File: src/rtl/rsa_pkg.sv
// Shared types and constants for the RSA decryptor slice: FSM state
// encoding, default operand width and the iteration-counter width helper.
package rsa_pkg;

  typedef enum logic [2:0] {
    IDLE,
    CHECK,
    MUL,
    STEP,
    FINISH
  } rsa_state_e;

  localparam int RSA_WIDTH_DEFAULT = 16;

  // Bits needed to count iterations 0..width inclusive.
  function automatic int rsa_iter_width(input int width);
    return $clog2(width + 1);
  endfunction

endpackage

File: src/rtl/rsa_decryptor_if.sv
// Request/response bundle between a requester and the RSA decryptor.
// The requester drives start and operands; the decryptor returns the
// plaintext together with busy/done/err status.
interface rsa_decryptor_if
  import rsa_pkg::*;
#(
  parameter int WIDTH = RSA_WIDTH_DEFAULT
);

  logic             start;
  logic [WIDTH-1:0] ciphertext;
  logic [WIDTH-1:0] private_exp;
  logic [WIDTH-1:0] modulus;
  logic [WIDTH-1:0] plaintext;
  logic             busy;
  logic             done;
  logic             err;

  modport master (
    output start, ciphertext, private_exp, modulus,
    input  plaintext, busy, done, err
  );

  modport slave (
    input  start, ciphertext, private_exp, modulus,
    output plaintext, busy, done, err
  );

endinterface

File: src/rtl/rsa_decryptor_mod_mult.sv
// Iterative shift-add modular multiplier: product = a*b mod n, one bit of b
// per cycle, MSB first. The first bit is folded into the start cycle so the
// done pulse lands exactly WIDTH cycles after start with the product ready.
// Both operands must already be reduced below n.
module mod_mult #(
  parameter int WIDTH = 16
) (
  input  logic             clk,
  input  logic             rst_n,
  input  logic             start,
  input  logic [WIDTH-1:0] a,
  input  logic [WIDTH-1:0] b,
  input  logic [WIDTH-1:0] n,
  output logic [WIDTH-1:0] product,
  output logic             done
);

  localparam int CW = $clog2(WIDTH + 1);

  logic [WIDTH:0]   r_acc;
  logic [WIDTH-1:0] r_a;
  logic [WIDTH-1:0] r_b;
  logic [WIDTH-1:0] r_n;
  logic [CW-1:0]    r_cnt;
  logic             r_run;
  logic             r_done;

  logic [WIDTH:0]   w_accIn;
  logic [WIDTH-1:0] w_aIn;
  logic [WIDTH-1:0] w_nIn;
  logic             w_bitIn;
  logic [WIDTH:0]   w_accNext;

  // One double-and-add step; the extra top bit keeps 2*acc and acc+a
  // from overflowing even when n is as large as 2^WIDTH-1.
  function automatic logic [WIDTH:0] mulStep(input logic [WIDTH:0]   acc,
                                             input logic [WIDTH-1:0] av,
                                             input logic [WIDTH-1:0] nv,
                                             input logic             bi);
    logic [WIDTH:0] t;
    logic [WIDTH:0] nx;
    nx = {1'b0, nv};
    t  = {acc[WIDTH-1:0], 1'b0};
    if (t >= nx) t = t - nx;
    if (bi) t = t + {1'b0, av};
    if (t >= nx) t = t - nx;
    return t;
  endfunction

  // On start the step uses fresh operands from the ports with a zero
  // accumulator; afterwards it runs on the captured copies.
  always_comb begin
    w_accIn   = r_acc;
    w_aIn     = r_a;
    w_nIn     = r_n;
    w_bitIn   = r_b[WIDTH-1];
    if (start) begin
      w_accIn = '0;
      w_aIn   = a;
      w_nIn   = n;
      w_bitIn = b[WIDTH-1];
    end
    w_accNext = mulStep(w_accIn, w_aIn, w_nIn, w_bitIn);
  end

  // Accumulator, operand capture and bit counter; done is a one-cycle pulse.
  always_ff @(posedge clk or negedge rst_n) begin
    if (!rst_n) begin
      r_acc  <= '0;
      r_a    <= '0;
      r_b    <= '0;
      r_n    <= '0;
      r_cnt  <= '0;
      r_run  <= 1'b0;
      r_done <= 1'b0;
    end else begin
      r_done <= 1'b0;
      if (start) begin
        r_acc  <= w_accNext;
        r_a    <= a;
        r_b    <= b << 1;
        r_n    <= n;
        r_cnt  <= CW'(WIDTH - 1);
        r_run  <= (WIDTH > 1);
        r_done <= (WIDTH == 1);
      end else if (r_run) begin
        r_acc <= w_accNext;
        r_b   <= r_b << 1;
        r_cnt <= r_cnt - 1'b1;
        if (r_cnt == CW'(1)) begin
          r_run  <= 1'b0;
          r_done <= 1'b1;
        end
      end
    end
  end

  assign product = r_acc[WIDTH-1:0];
  assign done    = r_done;

endmodule

File: src/rtl/rsa_decryptor.sv
// RSA decryptor: plaintext = C^d mod n using LSB-first square-and-multiply
// on two shift-add modular multipliers running in parallel (result*base and
// base*base). By default every request runs WIDTH iterations so latency does
// not depend on the exponent. Defining RSA_DEC_EARLY_EXIT_EN stops as soon
// as the remaining exponent bits are all zero (and skips work for d==0).
module rsa_decryptor
  import rsa_pkg::*;
#(
  parameter int WIDTH = RSA_WIDTH_DEFAULT
) (
  input  logic           clk,
  input  logic           rst_n,
  rsa_decryptor_if.slave bus
);

  localparam int ITW = rsa_iter_width(WIDTH);

  rsa_state_e       r_state;
  rsa_state_e       w_nextState;

  logic [WIDTH-1:0] r_cipher;
  logic [WIDTH-1:0] r_mod;
  logic [WIDTH-1:0] r_exp;
  logic [WIDTH-1:0] r_result;
  logic [WIDTH-1:0] r_base;
  logic [ITW-1:0]   r_iter;
  logic [WIDTH-1:0] r_plaintext;
  logic             r_err;

  logic [WIDTH-1:0] w_cipherNext;
  logic [WIDTH-1:0] w_modNext;
  logic [WIDTH-1:0] w_expNext;
  logic [WIDTH-1:0] w_resultNext;
  logic [WIDTH-1:0] w_baseNext;
  logic [ITW-1:0]   w_iterNext;
  logic [WIDTH-1:0] w_ptNext;
  logic             w_errNext;

  logic             w_mulStart;
  logic [WIDTH-1:0] w_prodA;
  logic [WIDTH-1:0] w_prodB;
  logic             w_doneA;
  logic             w_doneB;
  logic             w_lastIter;

  // Next-state and datapath updates; multipliers are fed the next
  // result/base so they can start on the same edge that enters MUL.
  always_comb begin
    w_nextState  = r_state;
    w_cipherNext = r_cipher;
    w_modNext    = r_mod;
    w_expNext    = r_exp;
    w_resultNext = r_result;
    w_baseNext   = r_base;
    w_iterNext   = r_iter;
    w_ptNext     = r_plaintext;
    w_errNext    = r_err;
    w_lastIter   = 1'b0;
    case (r_state)
      IDLE: begin
        if (bus.start) begin
          w_cipherNext = bus.ciphertext;
          w_expNext    = bus.private_exp;
          w_modNext    = bus.modulus;
          w_nextState  = CHECK;
        end
      end
      CHECK: begin
        if ((r_mod < WIDTH'(2)) || (r_cipher >= r_mod)) begin
          w_errNext   = 1'b1;
          w_ptNext    = '0;
          w_nextState = FINISH;
`ifdef RSA_DEC_EARLY_EXIT_EN
        end else if (r_exp == '0) begin
          w_errNext   = 1'b0;
          w_ptNext    = WIDTH'(1);
          w_nextState = FINISH;
`endif
        end else begin
          w_resultNext = WIDTH'(1);
          w_baseNext   = r_cipher;
          w_iterNext   = '0;
          w_nextState  = MUL;
        end
      end
      MUL: begin
        if (w_doneA && w_doneB) w_nextState = STEP;
      end
      STEP: begin
        if (r_exp[0]) w_resultNext = w_prodA;
        w_baseNext = w_prodB;
        w_expNext  = r_exp >> 1;
        w_iterNext = r_iter + 1'b1;
`ifdef RSA_DEC_EARLY_EXIT_EN
        w_lastIter = (w_iterNext == ITW'(WIDTH)) || (w_expNext == '0);
`else
        w_lastIter = (w_iterNext == ITW'(WIDTH));
`endif
        if (w_lastIter) begin
          w_ptNext    = w_resultNext;
          w_errNext   = 1'b0;
          w_nextState = FINISH;
        end else begin
          w_nextState = MUL;
        end
      end
      FINISH: begin
        w_nextState = IDLE;
      end
      default: begin
        w_nextState = IDLE;
      end
    endcase
    w_mulStart = (w_nextState == MUL) && (r_state != MUL);
  end

  // State and datapath registers; reset aborts any operation in flight.
  always_ff @(posedge clk or negedge rst_n) begin
    if (!rst_n) begin
      r_state     <= IDLE;
      r_cipher    <= '0;
      r_mod       <= '0;
      r_exp       <= '0;
      r_result    <= '0;
      r_base      <= '0;
      r_iter      <= '0;
      r_plaintext <= '0;
      r_err       <= 1'b0;
    end else begin
      r_state     <= w_nextState;
      r_cipher    <= w_cipherNext;
      r_mod       <= w_modNext;
      r_exp       <= w_expNext;
      r_result    <= w_resultNext;
      r_base      <= w_baseNext;
      r_iter      <= w_iterNext;
      r_plaintext <= w_ptNext;
      r_err       <= w_errNext;
    end
  end

  mod_mult #(.WIDTH(WIDTH)) u_multA (
    .clk     (clk),
    .rst_n   (rst_n),
    .start   (w_mulStart),
    .a       (w_resultNext),
    .b       (w_baseNext),
    .n       (r_mod),
    .product (w_prodA),
    .done    (w_doneA)
  );

  mod_mult #(.WIDTH(WIDTH)) u_multB (
    .clk     (clk),
    .rst_n   (rst_n),
    .start   (w_mulStart),
    .a       (w_baseNext),
    .b       (w_baseNext),
    .n       (r_mod),
    .product (w_prodB),
    .done    (w_doneB)
  );

  assign bus.plaintext = r_plaintext;
  assign bus.err       = r_err;
  assign bus.done      = (r_state == FINISH);
  assign bus.busy      = (r_state == CHECK) || (r_state == MUL) || (r_state == STEP);

endmodule

File: src/flat_wrapper.sv
// flat-port wrapper written by rule: the top's interface ports become plain ports
module rsa_decryptor_flat import rsa_pkg::*;
#(
  parameter int WIDTH = RSA_WIDTH_DEFAULT
)
  (clk, rst_n, bus_start, bus_ciphertext, bus_private_exp, bus_modulus, bus_plaintext, bus_busy, bus_done, bus_err);
  rsa_decryptor_if #(.WIDTH(WIDTH)) bus_i ();
  input  logic clk;
  input  logic rst_n;
  input wire logic [$bits(bus_i.start)-1:0] bus_start;
  input wire logic [$bits(bus_i.ciphertext)-1:0] bus_ciphertext;
  input wire logic [$bits(bus_i.private_exp)-1:0] bus_private_exp;
  input wire logic [$bits(bus_i.modulus)-1:0] bus_modulus;
  output wire logic [$bits(bus_i.plaintext)-1:0] bus_plaintext;
  output wire logic [$bits(bus_i.busy)-1:0] bus_busy;
  output wire logic [$bits(bus_i.done)-1:0] bus_done;
  output wire logic [$bits(bus_i.err)-1:0] bus_err;
  assign bus_i.start = bus_start;
  assign bus_i.ciphertext = bus_ciphertext;
  assign bus_i.private_exp = bus_private_exp;
  assign bus_i.modulus = bus_modulus;
  assign bus_plaintext = bus_i.plaintext;
  assign bus_busy = bus_i.busy;
  assign bus_done = bus_i.done;
  assign bus_err = bus_i.err;
  rsa_decryptor #(.WIDTH(WIDTH)) u_core (.clk(clk), .rst_n(rst_n), .bus(bus_i));
endmodule
File: config.mk
export PLATFORM = sky130hd
export DESIGN_NAME = rsa_decryptor_flat
export DESIGN_NICKNAME = d
export VERILOG_FILES = /design/src/rtl/rsa_pkg.sv /design/src/rtl/rsa_decryptor_if.sv /design/src/rtl/rsa_decryptor_mod_mult.sv /design/src/rtl/rsa_decryptor.sv /design/src/flat_wrapper.sv
export SDC_FILE = /design/constraint.sdc
export NUM_CORES = 1
export LEC_CHECK = 0
export ABC_AREA = 1
export CORE_MARGIN = 3
export CORE_UTILIZATION = 65
export CTS_CLUSTER_SIZE = 30
export DETAILED_ROUTE_END_ITERATION = 10
export PLACE_DENSITY_LB_ADDON = 0.25
export SLEW_MARGIN = 40
export SYNTH_ARGS = -nofsm -noshare
export SYNTH_HDL_FRONTEND = slang
export SYNTH_SLANG_ARGS = --single-unit
export TNS_END_PERCENT = 10
File: constraint.sdc
create_clock -name clk -period 18.2 [get_ports clk]
set_clock_uncertainty 0.1 [all_clocks]
set_input_delay 2.73 -clock clk [delete_from_list [all_inputs] [get_ports clk]]
set_output_delay 2.73 -clock clk [all_outputs]
set_load 0.05 [all_outputs]
==> flow_summary.yaml, run 1 <==
floorplanning:
  dieArea_um2: 27170
  boundaryPins: 70
  core_area_um2: 24530
  start_util_pct: 66.83
  fp-row-count: 57
  die_w_um: 164.8
  die_y_um: 164.8
clock_tree:
  clock-sinks: 245
  cts_hold_repair.buffers: 0
  cts_max_level: 1
  clk_latency_ns: 0.53
  cts_resized: 0
  cts.path.max_buffers: 3
  post_cts_buffers: 0
  cts-buffers-inserted: 27
  clockRootBuffer: "clkbuf_16"
  tritoncts: "done"
  clkSlewWorstSetupHoldPaths_ns: 0.07
logic_synthesis:
  syn_area_um2: 16400
  synthSimpleGateAreaFrac_pct: 24.33
  synth_commonest_cells: "nand2_1 (580), inv_1 (263), dfrtp_1 (245), o21ai_0 (159), nor2_1 (146)"
  yosysWarnings: 0
  yosysTopAreaCell: "dfrtp_1"
  synth-xor-area-share_pct: 3.998
  syn_area_per_cell_um2: 7.553
  yosysSeqAreaShare_pct: 37.39
  synthTopCellsByArea: "dfrtp_1 (37%), nand2_1 (13%), ha_1 (8.9%)"
  synth-edff-count: 0
  synthesis.nets: 2345
  synth_top_family_by_area: "simple AND/OR/NAND/NOR gates"
  synth-async-reset-ratio_pct: 100.0
  ys.flop_type: "dfrtp_1"
  synthMuxAreaShare_pct: 1.099
  synth_cell_types: 61
  synth_adder_area_share_pct: 9.660
  synth_compound_area_share_pct: 14.90
  synth_top_cell_area_share_pct: 37.39
  ys_seq_elements: 245
  yosysMostFrequentCell: "nand2_1"
  synth_cells: 2171
power:
  powerDensity_nw_per_um2: 60.15
  leakage_nw: 9.779
  ir_drop_mv: 0.09000
layout:
  syn_to_final_growth_pct: 10.23
  fin_area_um2: 18070
  final_layout_size_suffix_gt1_share_pct: 6.439
  utilization_pct: 73.67
  finalNetCount: 2381
  fillers: 1945
setup_path:
  cp.required_ns: 18.48
  crit_fanout: 65
  endpoint_kind: "register"
  r2r_slack_ns: 9.03
  cpMostUsedCell: "nand2_1"
  worstPathArrival_ns: 9.45
  start_kind: "register"
  cp_slowest_cell: "buf_4"
  cpPeakStageDelay_ns: 0.66
  worstSetupPathType: "reg -> reg"
sta:
  hold_slack_ns: 0.3804
  period_share_pct: 50.41
  finalHoldViolations: 0
  relSlewSlack_pct: 47.07
  rsz0062_at_grt: "no"
  tns_ns: 0
  min_period_ns: 9.174
  finalSetupViolations: 0
  max_clock_freq_mhz: 109.0
  worst_slew_pin_slew_ns: 0.7921
  slew_violations: 0
placement:
  portBuffers: 69
  dp_hpwl_um: 34120
  gp_congestion: 0.9766
  placedInstanceArea_um2: 17250
detailed_routing:
  drt_iter0_drc: 1311
  wl_per_cell_um: 17.99
  wl_um: 45810
  drtPass1Iterations: 6
  ant_nets: 0
  via_per_inst: 5.857
  post-route-drc-count: 0
  vias: 14920
grt:
  grt_pass1_vias: 14400
  grt_usage_pct: 33.88
  grt_max_degree: 92
  grt_overflow: 0
  grt_first_pass_wirelength_um: 73290
  antenna_found_initial: 0
status:
  outcome: "completed"
run:
  maxCapViolCount: 0
min_path:
  hold_class: "reg -> reg"
[path summary, 6_finish.rpt]
kind,from,to,cells past startpoint
hold / removal,u_core.bus.plaintext[2]$_DFFE_PN0P_,u_core.bus.plaintext[2]$_DFFE_PN0P_,2
min in group asynchronous,rst_n,u_core.r_exp[8]$_DFFE_PN0P_,1
hold reg to reg,u_core.bus.plaintext[2]$_DFFE_PN0P_,u_core.bus.plaintext[2]$_DFFE_PN0P_,2
setup reg to reg,u_core.r_state[2]$_DFF_PN0_,u_core.u_multA.r_acc[14]$_DFFE_PN0P_,45
setup / recovery,u_core.r_state[2]$_DFF_PN0_,u_core.u_multA.r_acc[14]$_DFFE_PN0P_,45
max in group asynchronous,rst_n,u_core.u_multA.r_acc[4]$_DFFE_PN0P_,2
[registers in the layout, summed over array words and instances (netlist names), 3 cells and up]
| register | flops |
|---|---|
| u_core.u_multB.r_cnt | 5 |
| u_core.u_multA.r_cnt | 5 |
| u_core.r_mod | 16 |
| u_core.r_exp | 16 |
| u_core.u_multB.r_n | 16 |
| u_core.u_multB.r_a | 16 |
| u_core.r_state | 3 |
| u_core.u_multA.r_a | 16 |
| u_core.r_base | 16 |
| u_core.bus.plaintext | 16 |
| u_core.u_multB.r_b | 15 |
| u_core.u_multB.r_acc | 16 |
| u_core.r_cipher | 16 |
| u_core.r_iter | 5 |
| u_core.u_multA.r_acc | 16 |
| u_core.u_multA.r_b | 15 |
| u_core.u_multA.r_n | 16 |
| u_core.r_result | 16 |
[power breakdown]
part,internal [mW],switching [mW],total [mW]
clock network,0.300,0.220,0.520
logic,0.00988,0.0123,0.0222
registers,0.545,0,0.545
[layer usage]
layer,up-vias,GRT usage (%),routed length [µm]
li1,7171,-,-
met1,7092,44.13,19020
met2,542,58.12,22060
met3,114,3.938,2738
met4,0,12.92,1996
met5,-,0,0
[placed cells by master, fill, tap and decap left out, types with 39 or more instances in the layout]
cell type / Yosys / final
xor2_1: 39 / 39
dfrtp_1: 245 / 245
nor2_1: 146 / 145
nand2_1: 580 / 579
ha_1: 117 / 117
a21oi_1: 139 / 139
o21ai_0: 159 / 159
inv_1: 263 / 263
nand3_1: 116 / 115
clkdlybuf4s50_1: 0 / 68
[worst max-delay path, delay by kind of cell, from the launching register on]
family	cells	cell delay, ns
xor+xnor	1	0.14
compound gates	6	1.13
simple gates	25	4.17
buf+inv	9	1.66
flops	1	0.42
fa+ha+maj	4	1.33
[area by class of cell]
type / count / area, µm² / share of cell area [%]
inverter: 285 / 1076 / 5.953
clock buffer: 36 / 749.5 / 4.146
tap: 324 / 405.4 / 2.243
timing repair buffer: 78 / 770.7 / 4.264
clock inverter: 7 / 68.82 / 0.3807
antenna: 2 / 5.005 / 0.02769
sequential: 245 / 6131 / 33.92
multi-input combinational: 1570 / 8869 / 49.07
[logic make-up after synthesis]
family                   Yosys count
buffers and inverters            356
XOR/XNOR                          74
AO/OA/AOI/OAI                    430
AND/OR/NAND/NOR                  927
multiplexers                      16
flip-flops                       245
adder cells (fa/ha/maj)          123
[metrics by stage]
stage / setup slack (ns) / total power [mW] / cells
global placement: 9.419 / 0.5772 / 2502
floorplan: 10.87 / 0.5552 / 2171
detailed placement: 9.255 / 0.5775 / 2502
global route: 8.302 / 1.113 / 2545
CTS: 9.147 / 1.088 / 2545
finish: 9.026 / 1.087 / 2547
(Power assumes the default switching activity.)
==> run 2: changes to the inputs <==
--- a/config.mk
+++ b/config.mk
@@ -7,7 +7,7 @@
 export LEC_CHECK = 0
 export ABC_AREA = 1
 export CORE_MARGIN = 3
-export CORE_UTILIZATION = 65
+export CORE_UTILIZATION = 62
 export CTS_CLUSTER_SIZE = 30
 export DETAILED_ROUTE_END_ITERATION = 10
 export PLACE_DENSITY_LB_ADDON = 0.25
==> constraint.sdc (replaced) <==
create_clock -name clk -period 8.8 [get_ports clk]
set_clock_uncertainty 0.1 [all_clocks]
set_input_delay 1.32 -clock clk [delete_from_list [all_inputs] [get_ports clk]]
set_output_delay 1.32 -clock clk [all_outputs]
set_load 0.05 [all_outputs]
==> flow_summary.yaml, run 2 (synthesis gave the netlist of run 1 again) <==
setup_path:
  crit_fanout: 33
  cpMostUsedCell: "nand2_1"
  worstPathArrival_ns: 8.61
  crit_family: "simple AND/OR/NAND/NOR gates"
  r2r_slack_ns: 0.48
  cpPeakStageDelay_ns: 0.42
  cp.required_ns: 9.09
  cp_num_buf_inv: 8
  endpoint_kind: "register"
  start_kind: "register"
  worstSetupPathType: "reg -> reg"
  cp_slowest_cell: "ha_1"
placement:
  place_ws_ns: 0.2131
  portBuffers: 69
  dp_hpwl_um: 34320
  dp_cells: 2511
  gp_congestion: 1.046
detailed_routing:
  drtPass1Iterations: 7
  vias: 15210
  ant_nets: 0
  via_per_inst: 5.935
  post-route-drc-count: 0
  wl_per_cell_um: 18.16
  wl_um: 46530
  drt_iter0_drc: 1556
run:
  maxCapViolCount: 0
sta:
  worst_slew_pin_slew_ns: 0.8071
  relSlewSlack_pct: 45.62
  slew_violations: 0
  min_period_ns: 8.320
  max_clock_freq_mhz: 120.2
  rsz0062_at_grt: "yes"
  finalSetupViolations: 0
  worst_slack_ns: 0.4804
  finalHoldViolations: 0
  period_share_pct: 94.54
clock_tree:
  tritoncts: "done"
  cts.path.max_buffers: 3
  cts_max_level: 1
  clock-sinks: 245
  post_cts_buffers: 0
  cts_hold_repair.buffers: 0
  cts_resized: 0
  clk_latency_ns: 0.54
  clockRootBuffer: "clkbuf_16"
  cts-buffers-inserted: 27
  clkSlewWorstSetupHoldPaths_ns: 0.06
floorplanning:
  core_area_um2: 25620
  die_y_um: 168.6
  dieArea_um2: 28430
  start_util_pct: 64.01
  die_w_um: 168.6
  fp-row-count: 58
  boundaryPins: 70
layout:
  finalNetCount: 2385
  instances_no_fill: 2562
  final_cell_mix: "nand2_1 (579), inv_1 (263), dfrtp_1 (245)"
  final_layout_size_suffix_gt1_share_pct: 6.944
  syn_to_final_growth_pct: 11.22
  final_common_cell: "nand2_1"
  diodes: 0
power:
  finalPower_mw: 2.336
  leakage_nw: 9.857
  ir_drop_mv: 0.1520
  powerDensity_nw_per_um2: 128.1
grt:
  grt_usage_pct: 32.21
  grt_max_degree: 96
  grt_first_pass_wirelength_um: 74620
  antenna_found_initial: 1
  grt_pass1_vias: 14730
  grt_overflow: 0
status:
  outcome: "completed"
min_path:
  hold_class: "reg -> reg"
==> run 2: cell count changes in the layout (fill, tap and decap cells not counted), moves of 2 or more <==
cell and change:
clkbuf_8 +5, diode_2 -2, o21ai_0 -3, o21ai_1 +2
==> run 2: stage by stage <==
step	hold WS, ns	TNS, ns	instance area [µm²]	util, %
after floorplan	0.3444	0	16400	-
after global placement	0.3613	0	17270	67.40
after detailed placement	0.3655	0	17280	67.45
after CTS	0.3821	0	18190	71.02
after global routing	0.4004	-0.02251	18240	71.19
final	0.3818	0	18240	71.19
==> run 2: worst register-to-register path, delay by kind of cell (launching register included) <==
family | cells | cell delay (ns)
adders and majority gates | 5 | 1.67
buffers and inverters | 8 | 1.13
and+or+nand+nor | 20 | 2.92
xor gates and xnor gates | 1 | 0.15
AOI/OAI and AO/OA | 11 | 1.82
DFF | 1 | 0.39
==> run 2: where the power goes <==
group	switching (mW)	leakage (nW)	internal (mW)
clock	0.471	0.447	0.692
combinational	0.0259	6.35	0.0205
sequential	0	3.06	1.13
==> run 2: routing by layer <==
layer,share of wire (%),track usage (%),routed length (µm),up-vias
met4,5.2,14.73,2407,2
met1,40,40.96,18770,7220
li1,-,-,-,7188
met2,48,55.57,22290,645
met3,6.6,3.596,3056,151
met5,0.021,0,10,-
==> run 2: worst paths after layout <==
check	endpoint	startpoint	depth (start not counted)
min reg2reg	u_core.u_multB.r_a[4]$_DFF_PN0_	u_core.u_multB.r_a[4]$_DFF_PN0_	2
min in group asynchronous	u_core.r_exp[12]$_DFFE_PN0P_	rst_n	1
max	u_core.u_multA.r_acc[14]$_DFFE_PN0P_	u_core.r_mod[15]$_DFFE_PN0P_	45
min	u_core.u_multB.r_a[4]$_DFF_PN0_	u_core.u_multB.r_a[4]$_DFF_PN0_	2
max reg2reg	u_core.u_multA.r_acc[14]$_DFFE_PN0P_	u_core.r_mod[15]$_DFFE_PN0P_	45
max in group asynchronous	u_core.r_result[15]$_DFF_PN0_	rst_n	2
==> run 2: cell type report <==
| class | instances | area [µm²] |
|---|---|---|
| clock buffer | 41 | 808.3 |
| clock inverter | 9 | 107.6 |
| fill | 2021 | 7380 |
| inverter | 285 | 1076 |
| multi-input combinational | 1571 | 8899 |
| sequential | 245 | 6131 |
| tap | 330 | 412.9 |
| timing repair buffer | 81 | 803.3 |
==> run 3: changes to the inputs <==
--- a/config.mk
+++ b/config.mk
@@ -6,6 +6,7 @@
 export NUM_CORES = 1
 export LEC_CHECK = 0
 export ABC_AREA = 1
+export CAP_MARGIN = 10
 export CORE_MARGIN = 3
 export CORE_UTILIZATION = 62
 export CTS_CLUSTER_SIZE = 30
==> results of run 3 <==
The final DEF is identical to that of run 2; final timing and power are the same.
